**src/rtl/uart_tx_sched.sv**
```systemverilog
// ----------------------------------------------------------------------------
// uart_tx_sched
//   Schedules bytes from two sources onto a single UART byte transmitter:
//   decoded keyboard characters (buffered in a small FIFO) and a message
//   source that hands over multi-byte messages one byte at a time. A message
//   that has started is sent to completion before any key byte is granted;
//   otherwise the two sources are served round-robin, message first after
//   reset. Exactly one byte is in flight at a time.
//
// Ports
//   CLK100MHZ  in   system clock, rising edge
//   RST        in   synchronous active-high reset
//   key_valid  in   one-cycle pulse, key_ascii holds a new character
//   key_ascii  in   [7:0] character; 0x00 means unmapped and is ignored
//   msg_req    in   message source has a byte ready (held until msg_ack)
//   msg_data   in   [7:0] message byte
//   msg_last   in   msg_data is the final byte of its message
//   msg_ack    out  one-cycle pulse, message byte taken
//   tx_busy    in   UART transmitter busy
//   tx_start   out  one-cycle pulse, transmit tx_data
//   tx_data    out  [7:0] byte to transmit, held until the next grant
//   fifo_full  out  key FIFO holds FIFO_DEPTH characters
//   drop_cnt   out  [7:0] characters lost to a full FIFO, saturates at 255
// ----------------------------------------------------------------------------
module uart_tx_sched #(
   parameter int FIFO_DEPTH = 8
) (
   input  logic       CLK100MHZ,
   input  logic       RST,
   input  logic       key_valid,
   input  logic [7:0] key_ascii,
   input  logic       msg_req,
   input  logic [7:0] msg_data,
   input  logic       msg_last,
   output logic       msg_ack,
   input  logic       tx_busy,
   output logic       tx_start,
   output logic [7:0] tx_data,
   output logic       fifo_full,
   output logic [7:0] drop_cnt
);

   localparam int            AW       = $clog2(FIFO_DEPTH);
   localparam logic [AW:0]   DEPTH_C  = (AW+1)'(FIFO_DEPTH);
   localparam logic [AW:0]   CNT_ZERO = (AW+1)'(0);
   localparam logic [AW:0]   CNT_ONE  = (AW+1)'(1);
   localparam logic [AW-1:0] PTR_ONE  = AW'(1);

   localparam logic [1:0] ST_IDLE      = 2'd0;
   localparam logic [1:0] ST_ISSUE     = 2'd1;
   localparam logic [1:0] ST_WAIT_BUSY = 2'd2;
   localparam logic [1:0] ST_WAIT_DONE = 2'd3;

   logic [1:0]    state_q, state_d;
   logic [7:0]    fifo_mem_q [FIFO_DEPTH];
   logic [AW-1:0] wr_ptr_q, wr_ptr_d;
   logic [AW-1:0] rd_ptr_q, rd_ptr_d;
   logic [AW:0]   count_q, count_d;
   logic          fifo_full_q, fifo_full_d;
   logic [7:0]    drop_cnt_q, drop_cnt_d;
   logic          lock_q, lock_d;          // mid-message: only msg may be granted
   logic          last_msg_q, last_msg_d;  // last grant went to msg requester
   logic [7:0]    tx_data_q, tx_data_d;
   logic          tx_start_q, tx_start_d;
   logic          msg_ack_q, msg_ack_d;

   logic fifo_empty_s;
   logic push_req_s;
   logic push_ok_s;
   logic drop_s;
   logic grant_key_s;
   logic grant_msg_s;
   logic grant_s;

   assign fifo_empty_s = (count_q == CNT_ZERO);
   assign push_req_s   = key_valid && (key_ascii != 8'h00);
   // A full FIFO still accepts a push when the head leaves in the same cycle.
   assign push_ok_s    = push_req_s && (!fifo_full_q || grant_key_s);
   assign drop_s       = push_req_s && fifo_full_q && !grant_key_s;
   assign grant_s      = grant_key_s | grant_msg_s;

   // Arbitration: only from IDLE with the transmitter free.
   always_comb begin
      grant_key_s = 1'b0;
      grant_msg_s = 1'b0;
      if ((state_q == ST_IDLE) && !tx_busy) begin
         if (lock_q) begin
            // Keys wait even if msg_req drops mid-message.
            grant_msg_s = msg_req;
         end else if (msg_req && !fifo_empty_s) begin
            grant_key_s = last_msg_q;
            grant_msg_s = !last_msg_q;
         end else begin
            grant_msg_s = msg_req;
            grant_key_s = !fifo_empty_s;
         end
      end else begin
         grant_key_s = 1'b0;
         grant_msg_s = 1'b0;
      end
   end

   // Key FIFO pointers, occupancy and drop counter.
   always_comb begin
      wr_ptr_d   = wr_ptr_q;
      rd_ptr_d   = rd_ptr_q;
      count_d    = count_q;
      drop_cnt_d = drop_cnt_q;
      if (push_ok_s) begin
         wr_ptr_d = wr_ptr_q + PTR_ONE;
      end else begin
         wr_ptr_d = wr_ptr_q;
      end
      if (grant_key_s) begin
         rd_ptr_d = rd_ptr_q + PTR_ONE;
      end else begin
         rd_ptr_d = rd_ptr_q;
      end
      case ({push_ok_s, grant_key_s})
         2'b10:   count_d = count_q + CNT_ONE;
         2'b01:   count_d = count_q - CNT_ONE;
         default: count_d = count_q;
      endcase
      if (drop_s && (drop_cnt_q != 8'hFF)) begin
         drop_cnt_d = drop_cnt_q + 8'd1;
      end else begin
         drop_cnt_d = drop_cnt_q;
      end
      fifo_full_d = (count_d == DEPTH_C);
   end

   // Transfer FSM, grant side effects and registered outputs.
   always_comb begin
      state_d    = state_q;
      lock_d     = lock_q;
      last_msg_d = last_msg_q;
      tx_data_d  = tx_data_q;
      // tx_start and msg_ack are both visible in the cycle after the grant
      // decision, i.e. together with the newly loaded tx_data.
      tx_start_d = grant_s;
      msg_ack_d  = grant_msg_s;
      if (grant_key_s) begin
         tx_data_d  = fifo_mem_q[rd_ptr_q];
         last_msg_d = 1'b0;
      end else if (grant_msg_s) begin
         tx_data_d  = msg_data;
         last_msg_d = 1'b1;
         lock_d     = !msg_last;
      end else begin
         tx_data_d  = tx_data_q;
      end
      case (state_q)
         ST_IDLE: begin
            if (grant_s) begin
               state_d = ST_ISSUE;
            end else begin
               state_d = ST_IDLE;
            end
         end
         ST_ISSUE: begin
            state_d = ST_WAIT_BUSY;
         end
         ST_WAIT_BUSY: begin
            if (tx_busy) begin
               state_d = ST_WAIT_DONE;
            end else begin
               state_d = ST_WAIT_BUSY;
            end
         end
         ST_WAIT_DONE: begin
            if (!tx_busy) begin
               state_d = ST_IDLE;
            end else begin
               state_d = ST_WAIT_DONE;
            end
         end
         default: begin
            state_d = ST_IDLE;
         end
      endcase
   end

   // FIFO storage; contents are don't-care while the pointers say empty.
   always_ff @(posedge CLK100MHZ) begin
      if (push_ok_s) begin
         fifo_mem_q[wr_ptr_q] <= key_ascii;
      end
   end

   // State and output registers with synchronous reset.
   always_ff @(posedge CLK100MHZ) begin
      if (RST) begin
         state_q     <= ST_IDLE;
         wr_ptr_q    <= {AW{1'b0}};
         rd_ptr_q    <= {AW{1'b0}};
         count_q     <= CNT_ZERO;
         fifo_full_q <= 1'b0;
         drop_cnt_q  <= 8'h00;
         lock_q      <= 1'b0;
         last_msg_q  <= 1'b0;
         tx_data_q   <= 8'h00;
         tx_start_q  <= 1'b0;
         msg_ack_q   <= 1'b0;
      end else begin
         state_q     <= state_d;
         wr_ptr_q    <= wr_ptr_d;
         rd_ptr_q    <= rd_ptr_d;
         count_q     <= count_d;
         fifo_full_q <= fifo_full_d;
         drop_cnt_q  <= drop_cnt_d;
         lock_q      <= lock_d;
         last_msg_q  <= last_msg_d;
         tx_data_q   <= tx_data_d;
         tx_start_q  <= tx_start_d;
         msg_ack_q   <= msg_ack_d;
      end
   end

   assign msg_ack   = msg_ack_q;
   assign tx_start  = tx_start_q;
   assign tx_data   = tx_data_q;
   assign fifo_full = fifo_full_q;
   assign drop_cnt  = drop_cnt_q;

endmodule

```
**config.mk**
```make
export PLATFORM = sky130hd
export DESIGN_NAME = uart_tx_sched
export DESIGN_NICKNAME = d
export VERILOG_FILES = /design/src/rtl/uart_tx_sched.sv
export SDC_FILE = /design/constraint.sdc
export NUM_CORES = 1
export LEC_CHECK = 0
export BUFFER_PORTS_ARGS = -buffer_cell sky130_fd_sc_hd__clkbuf_2
export CELL_PAD_IN_SITES_DETAIL_PLACEMENT = 1
export CELL_PAD_IN_SITES_GLOBAL_PLACEMENT = 2
export CORE_UTILIZATION = 42
export CTS_BUF_LIST = sky130_fd_sc_hd__clkbuf_4 sky130_fd_sc_hd__clkbuf_8 sky130_fd_sc_hd__clkbuf_16
export CTS_CLUSTER_SIZE = 16
export DETAILED_ROUTE_END_ITERATION = 7
export PLACE_DENSITY_LB_ADDON = 0.1
export SLEW_MARGIN = 10
export SYNTH_ARGS = -nofsm -noshare
export SYNTH_HDL_FRONTEND = slang
export SYNTH_SLANG_ARGS = --single-unit
```
**constraint.sdc**
```tcl
create_clock -name CLK100MHZ -period 4.1 [get_ports CLK100MHZ]
set_input_delay 0.615 -clock CLK100MHZ [delete_from_list [all_inputs] [get_ports CLK100MHZ]]
set_output_delay 0.615 -clock CLK100MHZ [all_outputs]
set_load 0.02 [all_outputs]
```
======== Word-level counts from Yosys, hierarchy flattened ========
Memories as Yosys holds them, arrays and structs flattened. A register that Yosys moved wholly into a read port is not among the register bits.
Index checks and enable logic that the tools add are counted.
word-level totals
  memories kept ........................... 1
  bits in registers ....................... 33
  output and inout port bits .............. 19
  latch bits .............................. 0
  ROM bits ................................ 0
  memory bits (writable) .................. 64
  input port bits ......................... 22
memories
  name        words  width  rd ports  clocked after Yosys merged registers in  wr ports  line  source
  fifo_mem_q  8      8      1         1                                        1         55    logic [7:0] fifo_mem_q [FIFO_DEPTH];
operators by class
  divide/modulo/power cells ............... 0
  shift operators ......................... 0
  reduce and logical (&&, ||, !) cells .... 20
  bitwise operators ....................... 2
  muxes and demuxes ....................... 17
  order comparisons ....................... 0
  equality and inequality tests ........... 7
  add/sub/neg operators ................... 5
  multipliers ............................. 0
operators by type and width
  kind                   number
  $mux W8                2
  $mux W1                10
  $add A8 B1 Y8 const B  1
  $ne A8 B8 Y1 const B   1
  $pmux W2 S4            1
  $pmux W4 S2            1
  $reduce_bool A8 Y1     1
  $logic_and A1 B1 Y1    7
  $add A3 B1 Y3 const B  2
  $eq A2 B2 Y1 const B   3
  $logic_not A1 Y1       6
  $mux W3                2
  $add A4 B1 Y4 const B  1
  $eq A2 B1 Y1 const B   2
  $eq A4 B4 Y1 const B   1
  $logic_not A4 Y1       1
  $sub A4 B1 Y4 const B  1
  $logic_not A2 Y1       1
  $mux W2                1
  $reduce_and A2 Y1      1
  $reduce_bool A2 Y1     1
  $reduce_or A2 Y1       1
  $logic_or A1 B1 Y1     1
  $not A1 Y1             1
  $or A1 B1 Y1           1

======== Depth between registers and ports, before layout ========
  depth in word-level cells ............... 11
  mapped depth ............................ 14

======== Worst setup path before layout ========
No wires, ideal clock.
  kind .................................... input to register
  start point ............................. input tx_busy
  end point ............................... register fifo_full_q, in the netlist fifo_full
  setup time .............................. 58 ps
  stages .................................. 13
  arrival time ............................ 3241 ps
  path slack .............................. 801 ps
  cells stage by stage .................... or3_4 -> or4_4 -> buf_6 -> a21oi_4 -> inv_2 -> ha_1 -> clkbuf_1 -> xor2_1 -> ha_1 -> a21oi_1 -> mux2i_1 -> xor2_1 -> o221a_2
on the way
  longest elaborated chain between the ends .. 8
ends and longest elaborated chain
  what                                          line  source
  start, declared                               36    input logic tx_busy,
  $logic_not A1 Y1 *                            -
  $logic_and A1 B1 Y1 *                         86    if ((state_q == ST_IDLE) && !tx_busy) begin
  $mux W1 *                                     86
  $logic_or A1 B1 Y1                            78    assign push_ok_s = push_req_s && (!fifo_full_q || grant_key_s);
  $logic_and A1 B1 Y1                           78
  $eq A2 B1 Y1 or $eq A2 B2 Y1 (tied branches)  119   case ({push_ok_s, grant_key_s})
  $pmux W4 S2 *                                 119
  $eq A4 B4 Y1 *                                129   fifo_full_d = (count_d == DEPTH_C);
  end signal, assigned                          209   fifo_full_q <= fifo_full_d;
  end, declared                                 59    logic fifo_full_q, fifo_full_d;
Every way passes the cells marked *; elsewhere a longest branch is shown, timed or not.
A chain may end at the register's enable or synchronous reset.

======== Worst setup path in the final report ========
  start point ............................. register state_q[1]
  end point ............................... register fifo_full_q, in the netlist fifo_full
on the way
  longest elaborated chain between the ends .. 8
ends and longest elaborated chain
  what                                          line  source
  start, declared                               54    logic [1:0] state_q, state_d;
  start signal, assigned                        205   state_q <= state_d;
  $logic_not A2 Y1 *                            86
  $logic_and A1 B1 Y1 *                         86
  $mux W1 *                                     86
  $logic_or A1 B1 Y1                            78
  $logic_and A1 B1 Y1                           78
  $eq A2 B1 Y1 or $eq A2 B2 Y1 (tied branches)  119
  $pmux W4 S2 *                                 119
  $eq A4 B4 Y1 *                                129
Marked as above.

==> reports/qor.csv <==
stage,metric,value,unit
synthesis,Syn Area/Cell,14.54,sq um
power,Seq pwr share,0.560,
power,logic gate share of total power,0.142,
floorplanning,Die Width,102.2,um
timing,max_slew headroom,0.4231,
global_route,initial antenna violation count,0,
critical_path,critical path's slowest cell,or4_4,
routing,DRC Markers,0,
timing,Final Cycle Share,0.7692,
routing,DR vias/cell,5.206,
layout,multi-input logic area,1476,sq um
status,status,completed,
floorplanning,DIE AREA,10450,sq um
critical_path,r2r endpoint,fifo_full$_SDFF_PP0_,
layout,Non-Filler Instances,472,
floorplanning,floorplan core area,9774,sq um
synthesis,fraction of registers with async set/reset,0,
critical_path,crit path kind,flip-flop to flip-flop,
routing,drt first-iter violations,93,
layout,FILL cells,1029,
critical_path,R2R setup slack,0.95,ns
routing,routed wl met2,4021,um
placed_design,Placed Instances,456,
placed_design,Detail Placement HPWL,5749,um
layout,Layout area overhead,13.02,%
clock_tree,"Clk pin slew, worst setup/hold paths",0.10,ns
routing,wl on met1,3906,um
synthesis,Syn. warnings,0,
synthesis,"Top FF cell, synth",edfxtp_1,
critical_path,worst path cell trace,or3_4 -> or4_4 -> a21oi_4 -> inv_2 -> ha_1 -> xor2_1 -> ha_1 -> a21oi_1 -> mux2i_1 -> xor2_1 -> o221a_2,
layout,most frequent cells in the layout,"edfxtp_1, clkbuf_2, dfxtp_1",
clock_tree,post-CTS sizing,0,
critical_path,R2R depth,11,
global_route,first-pass GRT wire length,13300,um
placed_design,IO buf count,40,
global_route,Tot GR Track Use,0.1757,
critical_path,max incr delay on CP,0.57,ns
power,peak supply drop,0.1611,mV
timing,count of final setup violators,0,
critical_path,family with the most delay on the worst path,simple AND/OR/NAND/NOR gates,
power,P_sw,596.1,uW
synthesis,Mapped Cells,290,
clock_tree,H-tree levels,3,
routing,post-route ant nets,0,
clock_tree,root buf cell,clkbuf_8,
critical_path,r2r startpoint,state_q[1]$_SDFF_PP0_,
clock_tree,maximum root-to-sink buffer count,2,
clock_tree,Num CTS Buffers,9,
power,Int Power,1.502,mW
global_route,total congestion overflow,0,
layout,diodes inserted,0,
global_route,vias in the first global route,2484,
clock_tree,hold_buf cts,0,
routing,TritonRoute pass-1 iters,6,
floorplanning,Die Ht,102.2,um
layout,Final nets,362,
routing,DRT Wirelength,8267,um
hold_path,Hold Crit Class,flip-flop to flip-flop,
timing,fmax,317.1,MHz
timing,Fin Clk Skew,0.01412,ns
synthesis,sequential share of the synthesized area,0.6265,
floorplanning,Initial Util,0.4315,
layout,Storage cell area,2643,sq um
synthesis,synthesis-stage register bit count,100,
placed_design,gp weighted congestion,0.6927,
routing,highest metal layer with signal wires,met4,
run,Max-cap violations,0,
timing,Final Max Slew Viols,0,
clock_tree,CTS sink cnt,100,
critical_path,WP buf/inv,1,
power,Clock Power Share,0.299,
clock_tree,Worst-Skew Late Latency,0.38,ns
power,static leakage,1.682,nW
hold_path,Hold Path Depth,2,
critical_path,CP Launch Type,flip-flop,
timing,unrepaired setup endpoints after global routing,no,
clock_tree,CTS tree,done,
critical_path,Worst Path Required,4.42,ns
layout,layout cells sized above 1,0.3215,
power,pwr dens,440.2,nW/um^2
routing,via count,2457,
timing,minimum clock period,3.154,ns
routing,met3 WL,213,um
synthesis,Syn Nets,318,
layout,"most common cell after layout, fill and taps aside",edfxtp_1,
global_route,pin count of the biggest net entering global routing,44,
synthesis,Post-synth EDFFs,64,
critical_path,worst-path maximum fanout,8,
hold_path,hold endpoint,rd_ptr_q[1]$_SDFFE_PP0N_,
timing,Fin. Hold Viols,0,
clock_tree,Setup Buffers After CTS,0,
timing,Slew @ Worst Pin,0.8606,ns
timing,setup TNS,0,ns
critical_path,arrival time at the worst endpoint,3.47,ns
synthesis,"Distinct cells, synth",52,
critical_path,CP Capture Type,flip-flop,
hold_path,Hold Startpoint,rd_ptr_q[1]$_SDFFE_PP0N_,
routing,wire per inst,17.51,um
floorplanning,I/O Pins,41,
power,Net Sw Frac,0.2841,
synthesis,Synth Cell Area,4218,sq um
power,Overall Power,2.098,mW
floorplanning,row count,36,
-- sequential cells by signal, summed over array words and instances (netlist names), named ones only --
name / flops
rd_ptr_q: 3
last_msg_q: 1
fifo_mem_q: 64
state_q: 2
wr_ptr_q: 3
msg_ack: 1
tx_start: 1
fifo_full: 1
lock_q: 1
count_q: 4
drop_cnt: 8
tx_data: 8
-- routing by layer --
metal / GRT usage / up-vias
met1: 0.2346 / 1209
met2: 0.2855 / 38
met4: 0.06923 / 0
met5: 0 / -
li1: - / 1200
met3: 0.03215 / 10
-- through the flow --
stage	util	worst slack, ns	hold WS [ns]	instance area (sq um)
2_1_floorplan	-	0.8006	0.4541	4218
3_3_place_gp	0.4674	0.6796	0.4768	4568
3_5_place_dp	0.4674	0.5784	0.4832	4568
4_1_cts	0.4877	0.9136	0.4944	4767
5_1_grt	0.4877	0.7362	0.4957	4767
6_report	0.4877	0.9465	0.4907	4767
-- tightest hold or removal path: stages (launching register included) --
cell and delay (ns):
dfxtp_1 0.33, nand2_1 0.05, a21oi_1 0.07
-- power groups by stage --
stage / combinational, mW / clock (mW) / sequential [mW]
after floorplan: 0.216 / 0 / 1.20
after global placement: 0.298 / 0 / 1.20
after detailed placement: 0.303 / 0 / 1.20
after CTS: 0.304 / 0.646 / 1.18
after global routing: 0.333 / 0.688 / 1.18
final: 0.297 / 0.627 / 1.17
-- how the worst max path moves through the flow --
stage,start,endpoint,slack (ns),depth (start not counted)
floorplan,tx_busy,fifo_full$_SDFF_PP0_,0.80,13
global placement,tx_busy,fifo_full$_SDFF_PP0_,0.68,12
detailed placement,key_ascii[5],fifo_full$_SDFF_PP0_,0.58,12
CTS,state_q[1]$_SDFF_PP0_,fifo_full$_SDFF_PP0_,0.91,11
global route,state_q[1]$_SDFF_PP0_,fifo_full$_SDFF_PP0_,0.74,11
finish,state_q[1]$_SDFF_PP0_,fifo_full$_SDFF_PP0_,0.95,11
-- final cells by class --
type / count / share of cell area
Tap cell: 133 / 0.03491
Timing Repair Buffer: 48 / 0.05459
Multi-Input combinational cell: 169 / 0.3097
Inverter: 6 / 0.004724
Clock buffer: 9 / 0.02598
Sequential cell: 100 / 0.5543
Clock inverter: 7 / 0.01575
-- logic make-up after synthesis --
logic type | after synthesis | synth area share
AO/OA/AOI/OAI | 38 | 0.07387
adder cells (fa/ha/maj) | 6 | 0.01780
AND/OR/NAND/NOR | 85 | 0.1154
buffers and inverters | 21 | 0.02344
multiplexers | 35 | 0.1326
flip-flops | 100 | 0.6265
XOR/XNOR | 5 | 0.01038
-- synthesized netlist by cell type, types with 2 or more instances --
cell,count,area (sq um)
buf_2,4,20.02
nor3_1,9,45.04
inv_2,2,7.510
nand3_1,4,20.02
inv_1,4,15.01
nor3_2,3,30.03
o211ai_1,2,15.01
a21oi_1,15,75.07
ha_1,6,75.07
nor2_1,24,90.09
nor4_2,2,25.02
edfxtp_1,64,1922
o221a_2,9,101.4
dfxtp_1,36,720.7
xor2_1,4,35.03
nand2b_1,6,37.54
or2_2,2,12.51
nand2_1,8,30.03
mux2i_1,12,120.1
nor2b_1,11,68.82
buf_1,2,7.510
o21ai_0,2,10.01
buf_6,2,22.52
mux4_2,16,360.4
mux2_2,5,56.30
mux2_1,2,22.52
or4_1,3,22.52
clkbuf_1,7,26.28
(Power assumes the default switching activity.)
